## config.mk

```make
export PLATFORM = sky130hd
export DESIGN_NAME = spi_dac_streamer_mc
export DESIGN_NICKNAME = d
export VERILOG_FILES = /design/src/rtl/spi_dac_streamer_mc.sv
export SDC_FILE = /design/constraint.sdc
export NUM_CORES = 1
export LEC_CHECK = 0
export ABC_AREA = 1
export CORE_ASPECT_RATIO = 1.2
export CORE_MARGIN = 2
export CORE_UTILIZATION = 54
export DETAILED_ROUTE_END_ITERATION = 8
export GPL_TIMING_DRIVEN = 0
export PLACE_DENSITY = 0.87
export SYNTH_ARGS = -nofsm -noshare
export SYNTH_HDL_FRONTEND = slang
export SYNTH_SLANG_ARGS = --single-unit
```

## constraint.sdc

```tcl
create_clock -name clk -period 2.03 [get_ports clk]
set_input_delay 0.406 -clock clk [delete_from_list [all_inputs] [get_ports clk]]
set_output_delay 0.406 -clock clk [all_outputs]
set_load 0.02 [all_outputs]
```

## src/rtl/spi_dac_streamer_mc.sv

```systemverilog
// Multi-lane SPI (mode 0) DAC transmitter: shared SCK/CS_n, one MOSI per channel, exact frame timing.
// Optional build macro SPI_DAC_OFFSET_BIN_EN inverts each word's MSB at accept (offset-binary DACs).
`timescale 1ns/1ps

module spi_dac_streamer_mc #(
    parameter int CH_NUM  = 2,
    parameter int DATA_W  = 16,
    parameter int SCK_DIV = 10,
    parameter int CS_GAP  = 3
) (
    input  logic                     clk,
    input  logic                     rst_n,
    input  logic                     i_valid,
    output logic                     o_ready,
    input  logic [CH_NUM*DATA_W-1:0] i_data,
    output logic                     o_sck,
    output logic                     o_cs_n,
    output logic [CH_NUM-1:0]        o_mosi,
    output logic                     o_frame_done
);

    localparam int SR_W  = CH_NUM * DATA_W;
    localparam int DIV_W = (SCK_DIV > 1) ? $clog2(SCK_DIV) : 1;
    localparam int BIT_W = $clog2(DATA_W);
    localparam int GAP_W = (CS_GAP > 1) ? $clog2(CS_GAP) : 1;

    localparam logic [DIV_W-1:0] DIV_LAST = DIV_W'(SCK_DIV - 1);
    localparam logic [BIT_W-1:0] BIT_LAST = BIT_W'(DATA_W - 1);
    localparam logic [GAP_W-1:0] GAP_LAST = GAP_W'((CS_GAP > 0) ? CS_GAP - 1 : 0);

    typedef enum logic [2:0] {
        ST_IDLE,
        ST_SETUP,
        ST_SHIFT,
        ST_HOLD,
        ST_GAP
    } state_e;

    state_e            state_q,   state_d;
    logic [DIV_W-1:0]  div_q,     div_d;
    logic [BIT_W-1:0]  bit_q,     bit_d;
    logic [GAP_W-1:0]  gap_q,     gap_d;
    logic [SR_W-1:0]   shreg_q,   shreg_d;
    logic              sck_q,     sck_d;
    logic              cs_n_q,    cs_n_d;
    logic [CH_NUM-1:0] mosi_q,    mosi_d;
    logic              ready_q,   ready_d;
    logic              done_q,    done_d;

    logic              half_tick;
    logic [SR_W-1:0]   load_word;

`ifdef SPI_DAC_OFFSET_BIN_EN
    localparam logic [SR_W-1:0] MSB_MASK = {CH_NUM{1'b1, {(DATA_W-1){1'b0}}}};
    assign load_word = i_data ^ MSB_MASK;
`else
    assign load_word = i_data;
`endif

    assign half_tick = (div_q == DIV_LAST);

    always_comb begin
        // NOTE: every _d gets a default first so no path through the case infers a latch.
        state_d = state_q;
        div_d   = div_q;
        bit_d   = bit_q;
        gap_d   = gap_q;
        shreg_d = shreg_q;
        sck_d   = sck_q;
        cs_n_d  = cs_n_q;
        mosi_d  = mosi_q;
        ready_d = ready_q;
        done_d  = 1'b0;

        if (state_q != ST_IDLE) begin
            div_d = half_tick ? '0 : div_q + 1'b1;
        end

        case (state_q)
            ST_IDLE: begin
                if (i_valid && ready_q) begin
                    shreg_d = load_word;
                    ready_d = 1'b0;
                    cs_n_d  = 1'b0;
                    div_d   = '0;
                    bit_d   = '0;
                    for (int c = 0; c < CH_NUM; c++) begin
                        mosi_d[c] = load_word[c*DATA_W + DATA_W - 1];
                    end
                    state_d = ST_SETUP;
                end
            end

            ST_SETUP: begin
                if (half_tick) begin
                    sck_d   = 1'b1;
                    state_d = ST_SHIFT;
                end
            end

            ST_SHIFT: begin
                if (half_tick) begin
                    if (sck_q) begin
                        // Falling half-tick: the DAC has sampled the current bit, present the next.
                        sck_d = 1'b0;
                        if (bit_q == BIT_LAST) begin
                            mosi_d  = '0;
                            state_d = ST_HOLD;
                        end else begin
                            bit_d = bit_q + 1'b1;
                            for (int c = 0; c < CH_NUM; c++) begin
                                mosi_d[c] = shreg_q[c*DATA_W + DATA_W - 2];
                                shreg_d[c*DATA_W +: DATA_W] =
                                    {shreg_q[c*DATA_W +: DATA_W-1], 1'b0};
                            end
                        end
                    end else begin
                        sck_d = 1'b1;
                    end
                end
            end

            ST_HOLD: begin
                if (half_tick) begin
                    cs_n_d = 1'b1;
                    if (CS_GAP == 0) begin
                        ready_d = 1'b1;
                        done_d  = 1'b1;
                        state_d = ST_IDLE;
                    end else begin
                        gap_d   = '0;
                        state_d = ST_GAP;
                    end
                end
            end

            ST_GAP: begin
                if (half_tick) begin
                    if (gap_q == GAP_LAST) begin
                        ready_d = 1'b1;
                        done_d  = 1'b1;
                        state_d = ST_IDLE;
                    end else begin
                        gap_d = gap_q + 1'b1;
                    end
                end
            end

            default: state_d = ST_IDLE;
        endcase
    end

    // NOTE: the shift register is cleared on reset too; it is cheap here and keeps the
    // first frame after a mid-frame reset independent of stale data.
    always_ff @(posedge clk or negedge rst_n) begin
        if (!rst_n) begin
            state_q <= ST_IDLE;
            div_q   <= '0;
            bit_q   <= '0;
            gap_q   <= '0;
            shreg_q <= '0;
            sck_q   <= 1'b0;
            cs_n_q  <= 1'b1;
            mosi_q  <= '0;
            ready_q <= 1'b1;
            done_q  <= 1'b0;
        end else begin
            // NOTE: non-blocking so every flop updates from pre-edge values.
            state_q <= state_d;
            div_q   <= div_d;
            bit_q   <= bit_d;
            gap_q   <= gap_d;
            shreg_q <= shreg_d;
            sck_q   <= sck_d;
            cs_n_q  <= cs_n_d;
            mosi_q  <= mosi_d;
            ready_q <= ready_d;
            done_q  <= done_d;
        end
    end

    assign o_ready      = ready_q;
    assign o_sck        = sck_q;
    assign o_cs_n       = cs_n_q;
    assign o_mosi       = mosi_q;
    assign o_frame_done = done_q;

endmodule

```

== After elaboration in Yosys (flattened, before gate mapping) ==
Index checks and enable logic that the tools add are counted.

* Word-level logic and storage cells: 89
* Input port bits: 35
* Flip-flop bits (word level): 50

* Reductions and logical operators: 15
* Equality and inequality tests: 17
* Muxes and demuxes: 44
* Add/sub/neg operators: 3

{| class="wikitable"
|+ Operators by type and width
! cell !! number
|-
| 2-to-1 mux 31 bit || 4
|-
| case mux 31 bit (2 select lines) || 1
|-
| 2-to-1 mux 4 bit || 8
|-
| 2-to-1 mux 3 bit || 8
|-
| inequality test 2 bit, second input constant || 10
|-
| case mux 3 bit (5 select lines) || 1
|-
| 2-to-1 mux 2 bit || 7
|-
| AND reduction 4 bit || 3
|-
| nonzero test 2 bit || 5
|-
| 2-to-1 mux 1 bit || 9
|-
| adder 4 x 1 -> 4 bit, second input constant || 2
|-
| equality test 4 bit, second input constant || 2
|-
| case mux 2 bit (2 select lines) || 2
|-
| case mux 4 bit (2 select lines) || 1
|-
| AND reduction 8 bit || 1
|-
| equality test 3 x 2 -> 1 bit, second input constant || 2
|-
| case mux 1 bit (2 select lines) || 3
|-
| AND reduction 3 bit || 2
|-
| AND reduction 5 bit || 1
|-
| equality test 3 x 1 -> 1 bit, second input constant || 1
|-
| equality test 3 bit, second input constant || 1
|-
| zero test 3 bit || 1
|-
| nonzero test 3 bit || 1
|-
| adder 2 x 1 -> 2 bit, second input constant || 1
|-
| 2 further kinds || 2
|}

== Logic depth before layout (Yosys ltp) ==
* Depth after elaboration: 5
* Mapped depth: 10
* Mapped depth without buffers: 9

== Worst setup path after synthesis ==
OpenSTA, ideal clock, no wires.

* Kind: register to register
* Start: reg bit_q[0]
* End: reg bit_q[3]
* Stages on the path, launching flop included: 8
* Required time: 1.913 ns
* Data arrival time: 1.297 ns
* Clock period less this slack: 1.414 ns
* Slack: 0.616 ns
* Buffers on the path: 1
* Cell sequence: dfrtp_1 > ha_1 > nand3_1 > o21ai_2 > nor2_8 > buf_2 > nand3_1 > nand2_1

* Longest elaborated chain between the ends: 5

{| class="wikitable"
|+ Ends and longest elaborated chain
! item !! line !! source
|-
| from (decl) || 41 || <nowiki>logic [BIT_W-1:0] bit_q, bit_d;</nowiki>
|-
| from (signal assigned) || 171 || <nowiki>bit_q <= bit_d;</nowiki>
|-
| adder 4 x 1 -> 4 bit || 110 || <nowiki>bit_d = bit_q + 1'b1;</nowiki>
|-
| 2-to-1 mux 4 bit || 106 || <nowiki>if (bit_q == BIT_LAST) begin</nowiki>
|-
| 2-to-1 mux 4 bit || 103 || <nowiki>if (sck_q) begin</nowiki>
|-
| 2-to-1 mux 4 bit || 102 || <nowiki>if (half_tick) begin</nowiki>
|-
| case mux 4 bit (2 select lines) || 79 || <nowiki>case (state_q)</nowiki>
|}

Several ways; a longest one is shown, not always the timed one. The select of a mux whose other input is x is not followed.
A chain may end at the register's enable or synchronous reset.

== Final worst setup path ==
* Start: reg ready_q (netlist: o_ready)
* End: out o_ready

{| class="wikitable"
|+ RTL lines
! item !! line !! source
|-
| from (decl) || 47 || <nowiki>logic ready_q, ready_d;</nowiki>
|-
| from (signal assigned) || 177 || <nowiki>ready_q <= ready_d;</nowiki>
|-
| to (decl) || 14 || <nowiki>output logic o_ready,</nowiki>
|}

No word-level cell between the ends.

==> flow_summary_export.csv <==
group,metric,value,unit
run_status,status,"finished, final reports clean",
global_route,grt_max_degree,36,
yosys,synth_top_area_share,44.17,%
final_layout,regArea,1229,µm²
yosys,yosys-top-cells-area,"dfrtp_1, nand2_1, nand3_1",
timing,slew_violations,0,
floorplanning,core,4835,µm²
clocking,cts-root-buf,"clkbuf_8",
final_layout,layout-drive-gt1-share,9.201,%
yosys,synthArstFlopShare,100.0,%
floorplanning,start_util,55.07,%
final_layout,fillers,395,
placed_design,io_buffers,40,
worst_setup_path,critical_path.top_delay_family,"buffers and inverters",
timing,max_freq,539.0,MHz
final_layout,diodes,0,
power,power.density,1476,nW/µm²
yosys,ys_seq_elements,49,
timing,holdWs,1.236,ps
worst_setup_path,reg2reg_depth,8,
worst_setup_path,r2r_start,"bit_q[0]",
floorplanning,die_w,68.10,µm
worst_setup_path,path_class,"register to output port",
timing,fin_setup_tns,0,ps
timing,tightestPinTransition,369.9,ps
route,drc,0,
floorplanning,die_h,80.92,µm
placed_design,gp_congestion,0.8706,
yosys,syn_inst,364,
timing,layout_min_cycle_time,1855,ps
power,peakVddDrop,0.7348,mV
yosys,syn_nets,401,
clocking,clock_path_buffers,2,
global_route,antenna_found_initial,0,
worst_setup_path,cp-start-kind,"register",
yosys,syn_area,2663,µm²
route,postRouteAntennaNets,0,
clocking,cts_hold_buf,0,
worst_setup_path,cp_slowest_stage_delay,600,ps
worst_setup_path,path_buf_inv,1,
timing,period_share,91.39,%
clocking,post_cts_buffers,0,
worst_setup_path,crit_chain,"clkdlybuf4s50_1",
floorplanning,ioPinCount,41,
worst_setup_path,crit_path_start,"o_ready",
final_layout,utilization,67.52,%
worst_setup_path,cp.depth,1,
yosys,yosys.cell_count.top_type,"nand2_1",
global_route,grt_pass1_vias,2321,
clocking,clock_sinks,49,
yosys,syn_area_per_cell,7.315,µm²
clocking,clkTransAtPathRegs,90,ps
worst_setup_path,endpoint,"o_ready",
clocking,ctsHtreeMaxLevel,2,
timing,rsz0062_at_grt,"false",
yosys,synthFlopType,"dfrtp_1",
route,drt-total-wl,5492,µm
final_layout,nets,449,
global_route,grt_pass1_wl,9770,µm
timing,max_slew_margin,75.34,%
timing,finalClockSkew,6.894,ps
route,vias,2408,
floorplanning,die_area,5511,µm²
route,first_pass_iters,4,
route,drt_iter0_drc,178,
job,maxCapViolations,0,
worst_setup_path,cp.required,1620,ps
route,via_per_inst,5.091,
yosys,yosys.cell_types.count,30,
clocking,clkLatencyLatePin,300,ps
clocking,ctsResizeCount,0,
worst_setup_path,rrSetupSlack,420,ps
placed_design,dpl.hpwl,4042,µm
worst_setup_path,critPathSlowestCell,"clkdlybuf4s50_1",
worst_setup_path,endpoint_kind,"output port",
final_layout,multiInputGateArea,1215,µm²
yosys,synth-edff-count,0,
route,wl_per_cell,11.61,µm
floorplanning,num_rows,28,
global_route,track_usage,23.07,%
clocking,cts_tree,"yes",
power,p_leak,0.001729,µW
worst_setup_path,crit_fanout,3,
yosys,yosys.area.top_type,"dfrtp_1",
yosys,yosys-top-cells-count,"nand2_1, dfrtp_1, nand3_1",
global_route,overflow,0,
worst_hold_path,hold_path.class,"input port to async pin",
final_layout,syn2layout_area_growth,22.60,%
worst_setup_path,critPathArrivalTime,1450,ps
yosys,ys_warn_count,0,
timing,hold_violations,0,
yosys,yosysSeqAreaShare,46.15,%
timing,finalSetupViolCount,0,
worst_setup_path,reg2reg_to,"shreg_q[11]",
clocking,cts_buffers,5,
[registers in the layout (all words and copies together) (netlist names)]
name,cells
o_sck,1
bit_q,4
state_q,3
o_ready,1
o_frame_done,1
o_mosi,2
shreg_q,30
o_cs_n,1
div_q,4
gap_q,2
[cell usage in the layout, fill, tap and decap left out, drive strengths merged, types with 2 or more instances in the layout]
cell type      instances
nor2                  15
buf                   18
ha                     2
dfstp                  2
o21ai                 15
nand4                  2
a21oi                  4
clkdlybuf4s50         39
nand3                 42
nand2                191
inv                   21
o31ai                  2
dfrtp                 47
clkbuf                 6
[cells by family (layout without fill, tap and decap cells)]
| logic type | Yosys count | in the layout | synth area share [%] |
|---|---|---|---|
| AO/OA/AOI/OAI | 23 | 23 | 4.840 |
| adder cells (fa/ha/maj) | 2 | 2 | 0.9397 |
| buffers and inverters | 37 | 86 | 8.223 |
| flip-flops | 49 | 49 | 46.15 |
| AND/OR/NAND/NOR | 253 | 253 | 39.85 |
[power breakdown]
| group | internal, µW | switching [µW] | total (µW) |
|---|---|---|---|
| sequential | 1390 | 269 | 1650 |
| clock | 370 | 324 | 694 |
| combinational | 970 | 1500 | 2470 |
[worst min path at each step]
stage | cells past startpoint | to | slack (ps) | start
3_5_place_dp | 1 | shreg_q[23] | 340 | rst_n
4_1_cts | 1 | shreg_q[23] | 5 | rst_n
5_1_grt | 1 | shreg_q[23] | 7 | rst_n
6_report | 1 | shreg_q[23] | 1 | rst_n
3_3_place_gp | 2 | shreg_q[8] | 450 | shreg_q[8]
2_1_floorplan | 0 | bit_q[0] | 110 | rst_n
[through the flow]
step / instances / cell area, µm² / total power [µW] / setup slack, ps
after floorplan: 364 / 2663 / 3510 / 616.3
after global placement: 464 / 3138 / 4054 / -833.9
after detailed placement: 465 / 3153 / 4135 / 237.0
after CTS: 473 / 3264 / 4846 / 165.8
after global routing: 473 / 3264 / 5302 / 136.1
final: 473 / 3264 / 4820 / 174.8
[layout make-up]
type / count / area share [%]
plain buffers: 16 / 4.216
clock buffers: 6 / 2.223
clock inverters: 2 / 1.188
inverters: 21 / 2.491
multi-input cells: 278 / 37.22
flip-flops and latches: 49 / 37.64
well taps: 60 / 2.300
repair buffers: 41 / 12.73
[metal layers]
| metal | vias to the layer above | routed length [µm] | track usage [%] |
|---|---|---|---|
| met5 | - | 0 | 0 |
| met4 | 0 | 69 | 7.400 |
| met3 | 7 | 178 | 3.878 |
| met2 | 54 | 2846 | 39.22 |
| met1 | 1112 | 2397 | 29.66 |
| li1 | 1235 | - | - |
No activity file was read; power rests on OpenSTA's default activity.
